--- src/rtl/kamus_lsu.sv ---
// kamus_lsu: load/store unit with a single-outstanding req/gnt/rvalid data port.
// Decoded ops are accepted in IDLE. Misaligned or illegal ops are answered
// from ERR without touching memory. Legal ops present one request in REQ and
// wait in WAIT for the response. Each op produces a one-cycle rsp_valid_o pulse.
module kamus_lsu #(
  parameter int ADDR_W = 32,
  parameter int DATA_W = 32
) (
  input  logic              clk_i,
  input  logic              rst_i,
  input  logic              req_valid_i,
  output logic              req_ready_o,
  input  logic              req_we_i,
  input  logic [1:0]        req_width_i,
  input  logic              req_unsigned_i,
  input  logic [ADDR_W-1:0] req_addr_i,
  input  logic [DATA_W-1:0] req_wdata_i,
  output logic              rsp_valid_o,
  output logic [DATA_W-1:0] rsp_rdata_o,
  output logic              rsp_err_o,
  output logic              dmem_req_o,
  input  logic              dmem_gnt_i,
  output logic              dmem_we_o,
  output logic [3:0]        dmem_be_o,
  output logic [ADDR_W-1:0] dmem_addr_o,
  output logic [DATA_W-1:0] dmem_wdata_o,
  input  logic              dmem_rvalid_i,
  input  logic [DATA_W-1:0] dmem_rdata_i,
  input  logic              dmem_err_i
);

  // mem_width_e encodings
  localparam logic [1:0] WIDTH_B = 2'b00;
  localparam logic [1:0] WIDTH_H = 2'b01;
  localparam logic [1:0] WIDTH_W = 2'b10;

  typedef enum logic [1:0] {
    S_IDLE = 2'b00,
    S_REQ  = 2'b01,
    S_WAIT = 2'b10,
    S_ERR  = 2'b11
  } state_e;

  state_e            state_q, state_d;
  logic [1:0]        off_q, off_d;
  logic [1:0]        width_q, width_d;
  logic              uns_q, uns_d;
  logic              we_q, we_d;
  logic              dmem_we_q, dmem_we_d;
  logic [3:0]        be_q, be_d;
  logic [ADDR_W-1:0] addr_q, addr_d;
  logic [DATA_W-1:0] wdata_q, wdata_d;
  logic              rsp_valid_q, rsp_valid_d;
  logic              rsp_err_q, rsp_err_d;
  logic [DATA_W-1:0] rsp_rdata_q, rsp_rdata_d;

  // H needs an even address, W needs a word address, width 11 is undefined.
  function automatic logic is_illegal(input logic [1:0] width, input logic [1:0] off);
    logic bad;
    bad = 1'b0;
    case (width)
      WIDTH_B: bad = 1'b0;
      WIDTH_H: bad = off[0];
      WIDTH_W: bad = (off != 2'b00);
      default: bad = 1'b1;
    endcase
    return bad;
  endfunction

  function automatic logic [3:0] byte_en(input logic [1:0] width, input logic [1:0] off);
    logic [3:0] be;
    be = 4'b1111;
    case (width)
      WIDTH_B: be = 4'b0001 << off;
      WIDTH_H: be = 4'b0011 << off;
      default: be = 4'b1111;
    endcase
    return be;
  endfunction

  // Replicate store data across every lane so the byte enables pick the right one.
  function automatic logic [31:0] lane_wdata(input logic [1:0] width, input logic [31:0] wd);
    logic [31:0] d;
    d = wd;
    case (width)
      WIDTH_B: d = {4{wd[7:0]}};
      WIDTH_H: d = {2{wd[15:0]}};
      default: d = wd;
    endcase
    return d;
  endfunction

  // Shift the addressed bytes down to bit 0, then sign- or zero-extend.
  function automatic logic [31:0] load_extract(input logic [1:0] width, input logic [1:0] off,
                                               input logic uns, input logic [31:0] rd);
    logic        [31:0] shifted;
    logic signed [7:0]  b;
    logic signed [15:0] h;
    logic        [31:0] res;
    shifted = rd >> {off, 3'b000};
    b       = shifted[7:0];
    h       = shifted[15:0];
    case (width)
      WIDTH_B: res = uns ? {24'h0, b} : {{24{b[7]}}, b};
      WIDTH_H: res = uns ? {16'h0, h} : {{16{h[15]}}, h};
      default: res = shifted;
    endcase
    return res;
  endfunction

  // Next-state, captured op fields, memory request fields and response.
  always_comb begin
    state_d     = state_q;
    off_d       = off_q;
    width_d     = width_q;
    uns_d       = uns_q;
    we_d        = we_q;
    dmem_we_d   = dmem_we_q;
    be_d        = be_q;
    addr_d      = addr_q;
    wdata_d     = wdata_q;
    rsp_valid_d = 1'b0;
    rsp_err_d   = 1'b0;
    rsp_rdata_d = '0;
    case (state_q)
      S_IDLE: begin
        if (req_valid_i) begin
          off_d   = req_addr_i[1:0];
          width_d = req_width_i;
          uns_d   = req_unsigned_i;
          we_d    = req_we_i;
          if (is_illegal(req_width_i, req_addr_i[1:0])) begin
            state_d = S_ERR;
          end else begin
            state_d   = S_REQ;
            dmem_we_d = req_we_i;
            be_d      = byte_en(req_width_i, req_addr_i[1:0]);
            addr_d    = {req_addr_i[ADDR_W-1:2], 2'b00};
            wdata_d   = lane_wdata(req_width_i, req_wdata_i);
          end
        end
      end
      S_REQ: begin
        if (dmem_gnt_i) state_d = S_WAIT;
      end
      S_WAIT: begin
        if (dmem_rvalid_i) begin
          state_d     = S_IDLE;
          rsp_valid_d = 1'b1;
          rsp_err_d   = dmem_err_i;
          if (!we_q && !dmem_err_i) begin
            rsp_rdata_d = load_extract(width_q, off_q, uns_q, dmem_rdata_i);
          end
        end
      end
      default: begin
        state_d     = S_IDLE;
        rsp_valid_d = 1'b1;
        rsp_err_d   = 1'b1;
      end
    endcase
  end

  // State and registered outputs; reset drops any in-flight op.
  always_ff @(posedge clk_i or posedge rst_i) begin
    if (rst_i) begin
      state_q     <= S_IDLE;
      off_q       <= 2'b00;
      width_q     <= 2'b00;
      uns_q       <= 1'b0;
      we_q        <= 1'b0;
      dmem_we_q   <= 1'b0;
      be_q        <= 4'b0000;
      addr_q      <= '0;
      wdata_q     <= '0;
      rsp_valid_q <= 1'b0;
      rsp_err_q   <= 1'b0;
      rsp_rdata_q <= '0;
    end else begin
      state_q     <= state_d;
      off_q       <= off_d;
      width_q     <= width_d;
      uns_q       <= uns_d;
      we_q        <= we_d;
      dmem_we_q   <= dmem_we_d;
      be_q        <= be_d;
      addr_q      <= addr_d;
      wdata_q     <= wdata_d;
      rsp_valid_q <= rsp_valid_d;
      rsp_err_q   <= rsp_err_d;
      rsp_rdata_q <= rsp_rdata_d;
    end
  end

  assign req_ready_o  = (state_q == S_IDLE);
  assign dmem_req_o   = (state_q == S_REQ);
  assign dmem_we_o    = dmem_we_q;
  assign dmem_be_o    = be_q;
  assign dmem_addr_o  = addr_q;
  assign dmem_wdata_o = wdata_q;
  assign rsp_valid_o  = rsp_valid_q;
  assign rsp_err_o    = rsp_err_q;
  assign rsp_rdata_o  = rsp_rdata_q;

endmodule
--- config.mk ---
export PLATFORM = sky130hd
export DESIGN_NAME = kamus_lsu
export DESIGN_NICKNAME = d
export VERILOG_FILES = /design/src/rtl/kamus_lsu.sv
export SDC_FILE = /design/constraint.sdc
export NUM_CORES = 1
export LEC_CHECK = 0
export BUFFER_PORTS_ARGS = -buffer_cell sky130_fd_sc_hd__clkbuf_2
export CAP_MARGIN = 20
export CELL_PAD_IN_SITES_DETAIL_PLACEMENT = 1
export CELL_PAD_IN_SITES_GLOBAL_PLACEMENT = 1
export CORE_ASPECT_RATIO = 0.9
export CORE_MARGIN = 10
export CORE_UTILIZATION = 33
export DETAILED_ROUTE_END_ITERATION = 12
export PLACE_DENSITY_LB_ADDON = 0.1
export SYNTH_ARGS = -nofsm -noshare
export SYNTH_HDL_FRONTEND = slang
export SYNTH_SLANG_ARGS = --single-unit
--- constraint.sdc ---
create_clock -name clk_i -period 4.2 [get_ports clk_i]
set_input_delay 1.26 -clock clk_i [delete_from_list [all_inputs] [get_ports clk_i]]
set_output_delay 1.26 -clock clk_i [all_outputs]
set_load 0.01 [all_outputs]
==> results.py, run 1 <==
metrics = {
    "timing": {
        "slew_headroom": 0.3943,
        "worstMarginPinSlew_ns": 0.9086,
        "final_hold_viol_count": 0,
        "maxSlewViolCount": 0,
        "setup_viol": 0,
        "tns_ns": 0,
        "skew_ns": 0.01187,
        "period_share": 0.6658,
        "period_minus_slack_ns": 2.797,
        "setup_ws_ns": 1.403,
        "rsz0062_at_grt": "no",
        "timing.hold.ws_ns": 0.4860,
        "fmax_ghz": 0.3576,
    },
    "clock_tree": {
        "clock-root-buffer": "clkbuf_16",
        "path_clk_slew_ns": 0.07,
        "hold_buffers": 0,
        "cts_setup_buffers": 0,
        "post_cts_resized": 0,
        "numCtsBuffers": 9,
        "cts_sinks": 109,
        "worst_skew_pair.late_latency_ns": 0.36,
        "clockBufferDepth": 2,
        "cts_tree": "done",
        "htreeDepth": 3,
    },
    "floorplanning": {
        "rows": 42,
        "die_h_um": 136.2,
        "io_pins": 211,
        "dieArea_sq_um": 20320,
        "start_util": 0.3367,
        "core_area_sq_um": 14710,
        "die_w_um": 149.2,
    },
    "power_and_ir_drop": {
        "power.switching_mw": 1.495,
        "pwr-share-seq": 0.413,
        "clkPwrFrac": 0.205,
        "power_switching_share": 0.3572,
        "vdd_ir_drop_max_mv": 0.3044,
        "combPwrFrac": 0.382,
        "p_leak_nw": 3.199,
        "p_int_mw": 2.691,
        "pwr_density_cell_nw_per_um2": 648.8,
    },
    "grt": {
        "grt_max_degree": 67,
        "grt_use_total": 0.1480,
        "grt_pass1_wl_um": 23840,
        "antenna_found_initial": 1,
        "overflow": 0,
        "grt_pass1_vias": 4334,
    },
    "synth": {
        "netlist.area_leader.share": 0.5505,
        "synth_area_per_cell_sq_um": 12.70,
        "synth_area_leaders": "dfrtp_1 (55%), mux2_2 (18%), mux2_1 (3.2%)",
        "ys_ff_latch": 109,
        "synth_compound_area_frac": 0.09040,
        "synth-async-reset-ratio": 1.000,
        "synth_mux_area_frac": 0.2538,
        "yosysTopAreaCell": "dfrtp_1",
        "synth-edff-count": 0,
        "ys.flop_type": "dfrtp_1",
        "netlist_instances": 390,
        "synth_top_family_by_area": "multiplexers",
        "synth-xor-area-share": 0.003535,
        "synth_area_sq_um": 4955,
        "ys_types": 45,
        "synth-simple-area-share": 0.06869,
        "ys_seq_area_frac": 0.5505,
        "synthAdderAreaFrac": 0,
        "yosysWarnings": 0,
    },
    "cells_and_area": {
        "layout_commonest_cell": "clkbuf_2",
        "fillers": 1643,
        "post-route-util": 0.4385,
        "stdcell_area_sq_um": 6452,
        "syn_to_final_growth_pct": 30.23,
        "nets": 689,
        "drive_gt1_frac": 0.5408,
        "final_cell_mix": "clkbuf_2 (208), dfrtp_1 (109), mux2_2 (81)",
        "num_antenna_cells": 0,
    },
    "placed_design": {
        "place.gp.congestion": 0.8006,
        "io_buffers": 208,
        "place_ws_ns": 0.9833,
        "dp.final_hpwl_um": 11570,
        "place_area_sq_um": 6158,
    },
    "worst_setup_path": {
        "crit_type": "primary input to flop",
        "arrival_ns": 3.04,
        "worstSetupStartpointType": "primary input",
        "crit_required_ns": 4.44,
        "worstSetupEndpointType": "flop",
        "rr_startpoint": "off_q[1]$_DFFE_PP0P_",
        "crit_path_start": "req_width_i[1]",
        "critPathMaxFanout": 34,
    },
    "route": {
        "drt-pass1-iter-count": 4,
        "dr.first_iter.drc_count": 101,
        "wire_per_inst_um": 18.98,
        "via_count": 3793,
        "wirelength_um": 14920,
        "drc": 0,
        "vias_per_cell": 4.826,
        "ant_nets": 0,
    },
    "worst_hold_path": {
        "hp-class": "flop to flop",
        "hp-start": "we_q$_DFFE_PP0P_",
    },
    "flow_run": {
        "drv_cap": 0,
    },
    "outcome": {
        "status": "complete, no violations",
    },
}
## area by class of cell
type,count,area [sq um],share of cell area
sequential,109,2728,0.4227
multi-input combinational,247,2078,0.3221
timing repair buffer,213,1091,0.1691
tap,198,247.7,0.03839
clock buffer,12,246.5,0.03820
clock inverter,4,47.55,0.007369
inverter,3,13.76,0.002133
## power groups by stage
stage / clock, mW / combinational, mW / sequential, mW
after CTS: 0.897 / 1.64 / 1.73
after detailed placement: 0 / 1.64 / 1.75
final: 0.857 / 1.60 / 1.73
after global placement: 0 / 1.61 / 1.72
after global routing: 0.940 / 1.78 / 1.80
after floorplan: 0 / 0.865 / 1.83
## worst paths after layout
path                                                     to  slack, ns  cells after the start
worst max-delay path            dmem_wdata_o[9]$_DFFE_PP0P_       1.40                      4
worst min-delay path                       we_q$_DFFE_PP0P_       0.49                      2
worst max register to register    rsp_rdata_o[19]$_DFF_PP0_       1.99                      4
worst min register to register             we_q$_DFFE_PP0P_       0.49                      2
max in group asynchronous          rsp_rdata_o[2]$_DFF_PP0_       2.30                      3
min in group asynchronous        dmem_addr_o[3]$_DFFE_PP0P_       1.05                      2
## cells in the mapped netlist, types with 2 or more instances
cell,n
dfrtp_1,109
a221o_1,3
clkbuf_1,17
nand4_1,8
o2bb2ai_1,8
nor2_1,12
a32oi_1,8
mux2_1,14
nand2_1,28
a21o_1,4
mux2i_1,15
buf_2,8
a211oi_1,7
mux2_2,81
buf_4,3
xor2_1,2
inv_1,3
o21ai_0,16
buf_1,3
nor2b_1,3
a21oi_1,12
o21ai_1,2
nor4b_1,2
## registers in the layout, indices dropped and copies added (netlist names)
| register | cells |
|---|---|
| we_q | 1 |
| dmem_we_o | 1 |
| off_q | 2 |
| rsp_rdata_o | 32 |
| uns_q | 1 |
| width_q | 2 |
| state_q | 2 |
| rsp_valid_o | 1 |
| rsp_err_o | 1 |
| dmem_addr_o | 30 |
| dmem_be_o | 4 |
| dmem_wdata_o | 32 |
## metrics by stage
step,power (mW),std cells
3_3_place_gp,3.333,770
6_report,4.187,786
4_1_cts,4.273,786
5_1_grt,4.514,786
2_1_floorplan,2.696,391
3_5_place_dp,3.389,770
## cell families (layout without fill, tap and decap cells)
| kind of cell | count (synthesis) | after routing |
|---|---|---|
| simple gates | 66 | 66 |
| other cells | 1 | 2 |
| buf+inv | 35 | 232 |
| xor+xnor | 2 | 2 |
| mux | 112 | 112 |
| compound gates | 65 | 65 |
| flops | 109 | 109 |
## metal layers
layer	vias up	track usage	wire, um
met2	127	0.2281	6862
met1	1859	0.1737	6291
met4	0	0.05011	239
li1	1787	-	-
met3	20	0.07710	1527
met5	-	0	0
## worst max-delay path, stage by stage
cell and delay, ns:
clkbuf_2 0.40, nor2_1 0.69, mux2_2 0.40, mux2_1 0.27
(Power assumes the default switching activity.)
==> inputs of run 2 (changes only) <==
Settings changed: CORE_UTILIZATION 33 to 35.
Clock period 4.2 ns to 2.7 ns, I/O delays scaled along.
==> results.py, run 2 (synthesized netlist as in run 1, its figures left out) <==
metrics = {
    "outcome": {
        "status": "complete, no violations",
    },
    "grt": {
        "grt_use_total": 0.1551,
        "grt_max_degree": 65,
        "grt_pass1_wl_um": 24270,
        "overflow": 0,
        "antenna_found_initial": 0,
        "grt_pass1_vias": 4425,
    },
    "timing": {
        "final_hold_viol_count": 0,
        "fmax_ghz": 0.5013,
        "maxSlewViolCount": 0,
        "slew_headroom": 0.6299,
        "period_minus_slack_ns": 1.995,
        "setup_viol": 0,
        "rsz0062_at_grt": "no",
        "skew_ns": 0.008367,
        "worstMarginPinSlew_ns": 0.5538,
        "setup_ws_ns": 0.7051,
        "period_share": 0.7388,
        "tns_ns": 0,
    },
    "power_and_ir_drop": {
        "p_leak_nw": 3.243,
        "pwr_density_cell_nw_per_um2": 1003,
        "totalPowerFinal_mw": 6.561,
        "vdd_ir_drop_max_mv": 0.4571,
    },
    "worst_setup_path": {
        "cp_top_family": "flip-flops",
        "critPathMaxFanout": 8,
        "max_stage_delay_ns": 0.45,
        "arrival_ns": 1.18,
        "cp_slowest_cell": "dfrtp_1",
        "cp.buffers_inverters": 2,
        "worstSetupEndpointType": "output port",
        "crit_required_ns": 1.89,
        "crit_type": "flop to output port",
        "rrSetupSlack_ns": 0.74,
        "crit_chain": "nand2b_1 > inv_1 > clkbuf_2",
        "rr_startpoint": "off_q[1]$_DFFE_PP0P_",
        "crit_path_start": "state_q[1]$_DFFE_PP0P_",
        "worstSetupStartpointType": "flop",
    },
    "placed_design": {
        "dp.final_hpwl_um": 11770,
        "io_buffers": 208,
        "place.gp.congestion": 0.7871,
        "place_ws_ns": 0.4441,
        "placedCellCount": 773,
    },
    "floorplanning": {
        "die_h_um": 132.9,
        "rows": 41,
        "core_area_sq_um": 13950,
        "start_util": 0.3551,
        "dieArea_sq_um": 19320,
        "io_pins": 211,
        "die_w_um": 145.4,
    },
    "clock_tree": {
        "clockBufferDepth": 2,
        "htreeDepth": 3,
        "cts_tree": "done",
        "cts_sinks": 109,
        "path_clk_slew_ns": 0.07,
        "hold_buffers": 0,
        "cts_setup_buffers": 0,
        "worst_skew_pair.late_latency_ns": 0.35,
        "clock-root-buffer": "clkbuf_16",
        "post_cts_resized": 0,
        "numCtsBuffers": 9,
    },
    "route": {
        "drt-pass1-iter-count": 6,
        "vias_per_cell": 4.850,
        "drc": 0,
        "wire_per_inst_um": 19.02,
        "dr.first_iter.drc_count": 92,
        "wirelength_um": 15010,
        "ant_nets": 0,
        "via_count": 3827,
    },
    "cells_and_area": {
        "layout_commonest_cell": "clkbuf_2",
        "nets": 697,
        "syn_to_final_growth_pct": 31.99,
        "drive_gt1_frac": 0.5487,
        "finalNonFillerCells": 789,
        "final_cell_mix": "clkbuf_2 (208), dfrtp_1 (109), mux2_2 (81)",
        "num_antenna_cells": 0,
    },
    "worst_hold_path": {
        "hp-class": "primary input to async pin",
    },
    "flow_run": {
        "drv_cap": 0,
    },
}
-- run 2: cell types whose count changed in the layout (fill, tap and decap cells not counted), sizes merged --
cell	change
clkinvlp	+2
clkbuf	-1
buf	+8
clkinv	-1
-- run 2: report_power, final --
part	internal, mW	switching, mW
clock	0.747	0.599
sequential	2.25	0.390
combinational	1.23	1.35
total	4.22	2.34
-- run 2: through the flow --
stage	area [sq um]	hold slack, ns	utilization
final	6540	0.4876	0.4687
after global routing	6540	0.5139	0.4687
after CTS	6540	0.4882	0.4687
after detailed placement	6238	0.4711	0.4471
after global placement	6238	0.4635	0.4471
after floorplan	4962	0.4467	-
-- run 2: cell type report --
cell class	count	area, sq um
multi-input combinational	247	2078
fill	1567	7413
sequential	109	2728
clock inverter	5	58.81
timing repair buffer	221	1176
tap	193	241.5
inverter	3	15.01
clock buffer	11	242.7
-- run 2: final timing paths --
check	depth (start not counted)	endpoint
worst max-delay path	3	dmem_req_o
worst min-delay path	2	rsp_valid_o$_DFF_PP0_
worst max register to register	5	rsp_rdata_o[17]$_DFF_PP0_
worst min register to register	1	dmem_be_o[0]$_DFFE_PP0P_
max in group asynchronous	3	rsp_rdata_o[8]$_DFF_PP0_
min in group clk_i	1	dmem_be_o[0]$_DFFE_PP0P_
-- run 2: routing by layer --
metal | GRT usage | routed length, um | vias to the layer above | share of wire
li1 | - | - | 1811 | -
met1 | 0.1751 | 6097 | 1885 | 0.41
met2 | 0.2612 | 7464 | 120 | 0.50
met3 | 0.07226 | 1307 | 11 | 0.087
met4 | 0.03704 | 138 | 0 | 0.0092
met5 | 0 | 0 | - | 0
==> inputs of run 3 (changes only) <==
Settings changed: ABC_AREA set to 1, CORE_UTILIZATION 35 to 31.
Clock period 2.7 ns to 1.7 ns, I/O delays scaled along.
==> results.py, run 3 <==
metrics = {
    "synth": {
        "yosysWarnings": 0,
        "yosysMostFrequentCell": "nand2_1",
        "synthTopCellsByCount": "nand2_1 (145), dfrtp_1 (109), nor2_1 (71), a21oi_1 (68), o21ai_0 (68)",
        "synth-async-reset-ratio": 1.000,
        "ys_types": 25,
        "netlist.area_leader.share": 0.5477,
        "ys_seq_area_frac": 0.5477,
        "synth_area_per_cell_sq_um": 8.137,
        "netlist_instances": 612,
        "synth-edff-count": 0,
        "synth_area_sq_um": 4980,
        "ys_ff_latch": 109,
        "synth_area_leaders": "dfrtp_1 (55%), nand2_1 (11%), a21oi_1 (6.8%)",
        "yosysTopAreaCell": "dfrtp_1",
        "ys.flop_type": "dfrtp_1",
    },
    "worst_setup_path": {
        "cp_slowest_cell": "dfrtp_2",
        "timing.rr.end": "rsp_rdata_o[24]$_DFF_PP0_",
        "rr_startpoint": "off_q[0]$_DFFE_PP0P_",
        "crit_path_start": "state_q[1]$_DFFE_PP0P_",
        "rrSetupSlack_ns": 0.18,
        "crit_type": "flop to output port",
        "worstSetupEndpointType": "output port",
        "crit_required_ns": 1.19,
        "cp_num_cells": 2,
        "endpoint": "req_ready_o",
        "worstSetupStartpointType": "flop",
        "cp_top_family": "flip-flops",
        "rr_worst_depth": 7,
        "arrival_ns": 1.11,
        "max_stage_delay_ns": 0.46,
        "critPathMaxFanout": 4,
        "cp.buffers_inverters": 1,
        "crit_chain": "nor2_4 > clkbuf_2",
    },
    "placed_design": {
        "io_buffers": 208,
        "dp.final_hpwl_um": 13910,
        "placedCellCount": 1022,
        "place_ws_ns": -0.03247,
        "place.gp.congestion": 0.8483,
        "place_area_sq_um": 6437,
    },
    "cells_and_area": {
        "stdcell_area_sq_um": 6771,
        "nets": 937,
        "final_cell_mix": "clkbuf_2 (208), nand2_1 (145), dfrtp_1 (108)",
        "layout_commonest_cell": "clkbuf_2",
        "finalNonFillerCells": 1038,
        "post-route-util": 0.4340,
        "syn_to_final_growth_pct": 35.98,
        "drive_gt1_frac": 0.3337,
        "num_antenna_cells": 0,
    },
    "route": {
        "drt-pass1-iter-count": 4,
        "via_count": 4811,
        "ant_nets": 0,
        "wire_per_inst_um": 16.79,
        "vias_per_cell": 4.635,
        "dr.first_iter.drc_count": 188,
        "wirelength_um": 17430,
        "drc": 0,
    },
    "timing": {
        "skew_ns": 0.006471,
        "setup_viol": 0,
        "setup_ws_ns": 0.08015,
        "timing.hold.ws_ns": 0.2329,
        "period_share": 0.9529,
        "final_hold_viol_count": 0,
        "fmax_ghz": 0.6173,
        "period_minus_slack_ns": 1.620,
        "maxSlewViolCount": 0,
        "rsz0062_at_grt": "no",
        "tns_ns": 0,
    },
    "power_and_ir_drop": {
        "p_leak_nw": 3.556,
        "pwr-share-seq": 0.374,
        "power_switching_share": 0.4002,
        "clkPwrFrac": 0.207,
        "pwr_density_cell_nw_per_um2": 1625,
        "totalPowerFinal_mw": 11.01,
        "power.switching_mw": 4.404,
        "vdd_ir_drop_max_mv": 0.6784,
        "p_int_mw": 6.602,
        "combPwrFrac": 0.419,
    },
    "clock_tree": {
        "cts_sinks": 109,
        "numCtsBuffers": 9,
        "clockBufferDepth": 2,
        "htreeDepth": 3,
        "cts_tree": "done",
        "path_clk_slew_ns": 0.07,
        "clock-root-buffer": "clkbuf_16",
        "worst_skew_pair.late_latency_ns": 0.34,
    },
    "outcome": {
        "status": "complete, no violations",
    },
    "floorplanning": {
        "core_area_sq_um": 15600,
        "die_w_um": 153.6,
        "io_pins": 211,
        "rows": 43,
        "dieArea_sq_um": 21540,
        "die_h_um": 140.2,
        "start_util": 0.3192,
    },
    "grt": {
        "grt_use_total": 0.1602,
        "grt_max_degree": 61,
        "grt_pass1_vias": 5221,
        "antenna_found_initial": 0,
        "grt_pass1_wl_um": 28290,
        "overflow": 0,
    },
    "worst_hold_path": {
        "hp-class": "primary input to async pin",
    },
    "flow_run": {
        "drv_cap": 0,
    },
}
## run 3: cell count changes after synthesis, sizes merged, moves of 19 or more
cell | before | now
nand3 | 1 | 20
nand2 | 28 | 148
o21ai | 19 | 70
inv | 3 | 65
a21oi | 12 | 69
nor2 | 12 | 76
mux2 | 96 | 0
## run 3: repair_timing
item | in CTS | in global routing
gates cloned | 0 | 0
buffers inserted | 0 | 0
hold buffers | 0 | 0
setup endpoints to repair | 1 | 1
gates resized for setup | 1 | 3
pin swaps | 0 | 0
## run 3: worst reg2reg max path, delay by kind of cell, from the launching register on
family / cells / cell delay, ns
buf+inv: 1 / 0.13
flops: 1 / 0.42
simple gates: 6 / 0.84
## run 3: cell families after synthesis
| kind of cell | after synthesis | share of synthesized area |
|---|---|---|
| buffers and inverters | 102 | 0.09171 |
| flip-flops | 109 | 0.5477 |
| AO/OA/AOI/OAI | 147 | 0.1520 |
| AND/OR/NAND/NOR | 253 | 0.2078 |
| other | 1 | 0.0007530 |
## run 3: power by group through the flow
stage                     logic (mW)  registers, mW  clock network (mW)
final                           4.61           4.11                2.28
after global routing            5.23           4.23                2.51
after CTS                       4.71           4.12                2.37
after detailed placement        4.68           4.16                   0
after global placement          4.57           4.11                   0
after floorplan                 2.29           4.47                   0
## run 3: worst min-delay path by stage
stage	start	end	slack, ns	cells past startpoint
floorplan	we_q$_DFFE_PP0P_	we_q$_DFFE_PP0P_	0.44	2
global placement	we_q$_DFFE_PP0P_	we_q$_DFFE_PP0P_	0.49	2
detailed placement	we_q$_DFFE_PP0P_	we_q$_DFFE_PP0P_	0.50	2
CTS	rst_i	rsp_rdata_o[12]$_DFF_PP0_	0.25	3
global route	rst_i	rsp_rdata_o[12]$_DFF_PP0_	0.26	3
finish	rst_i	rsp_rdata_o[12]$_DFF_PP0_	0.23	3
## run 3: area by class of cell
class | count | area, sq um
clock buffer | 10 | 239.0
timing repair buffer | 243 | 1404
inverter | 66 | 254.0
clock inverter | 6 | 86.33
multi-input combinational | 402 | 1807
tap | 202 | 252.7
sequential | 109 | 2729
fill | 1962 | 8831
## run 3: per-layer routing
layer / track usage / part of all wire / vias up / routed length, um
met5: 0 / 0 / - / 0
met4: 0.03875 / 0.010 / 0 / 182
met3: 0.05969 / 0.080 / 13 / 1400
met2: 0.2484 / 0.46 / 136 / 7946
met1: 0.2068 / 0.45 / 2284 / 7900
li1: - / - / 2378 / -
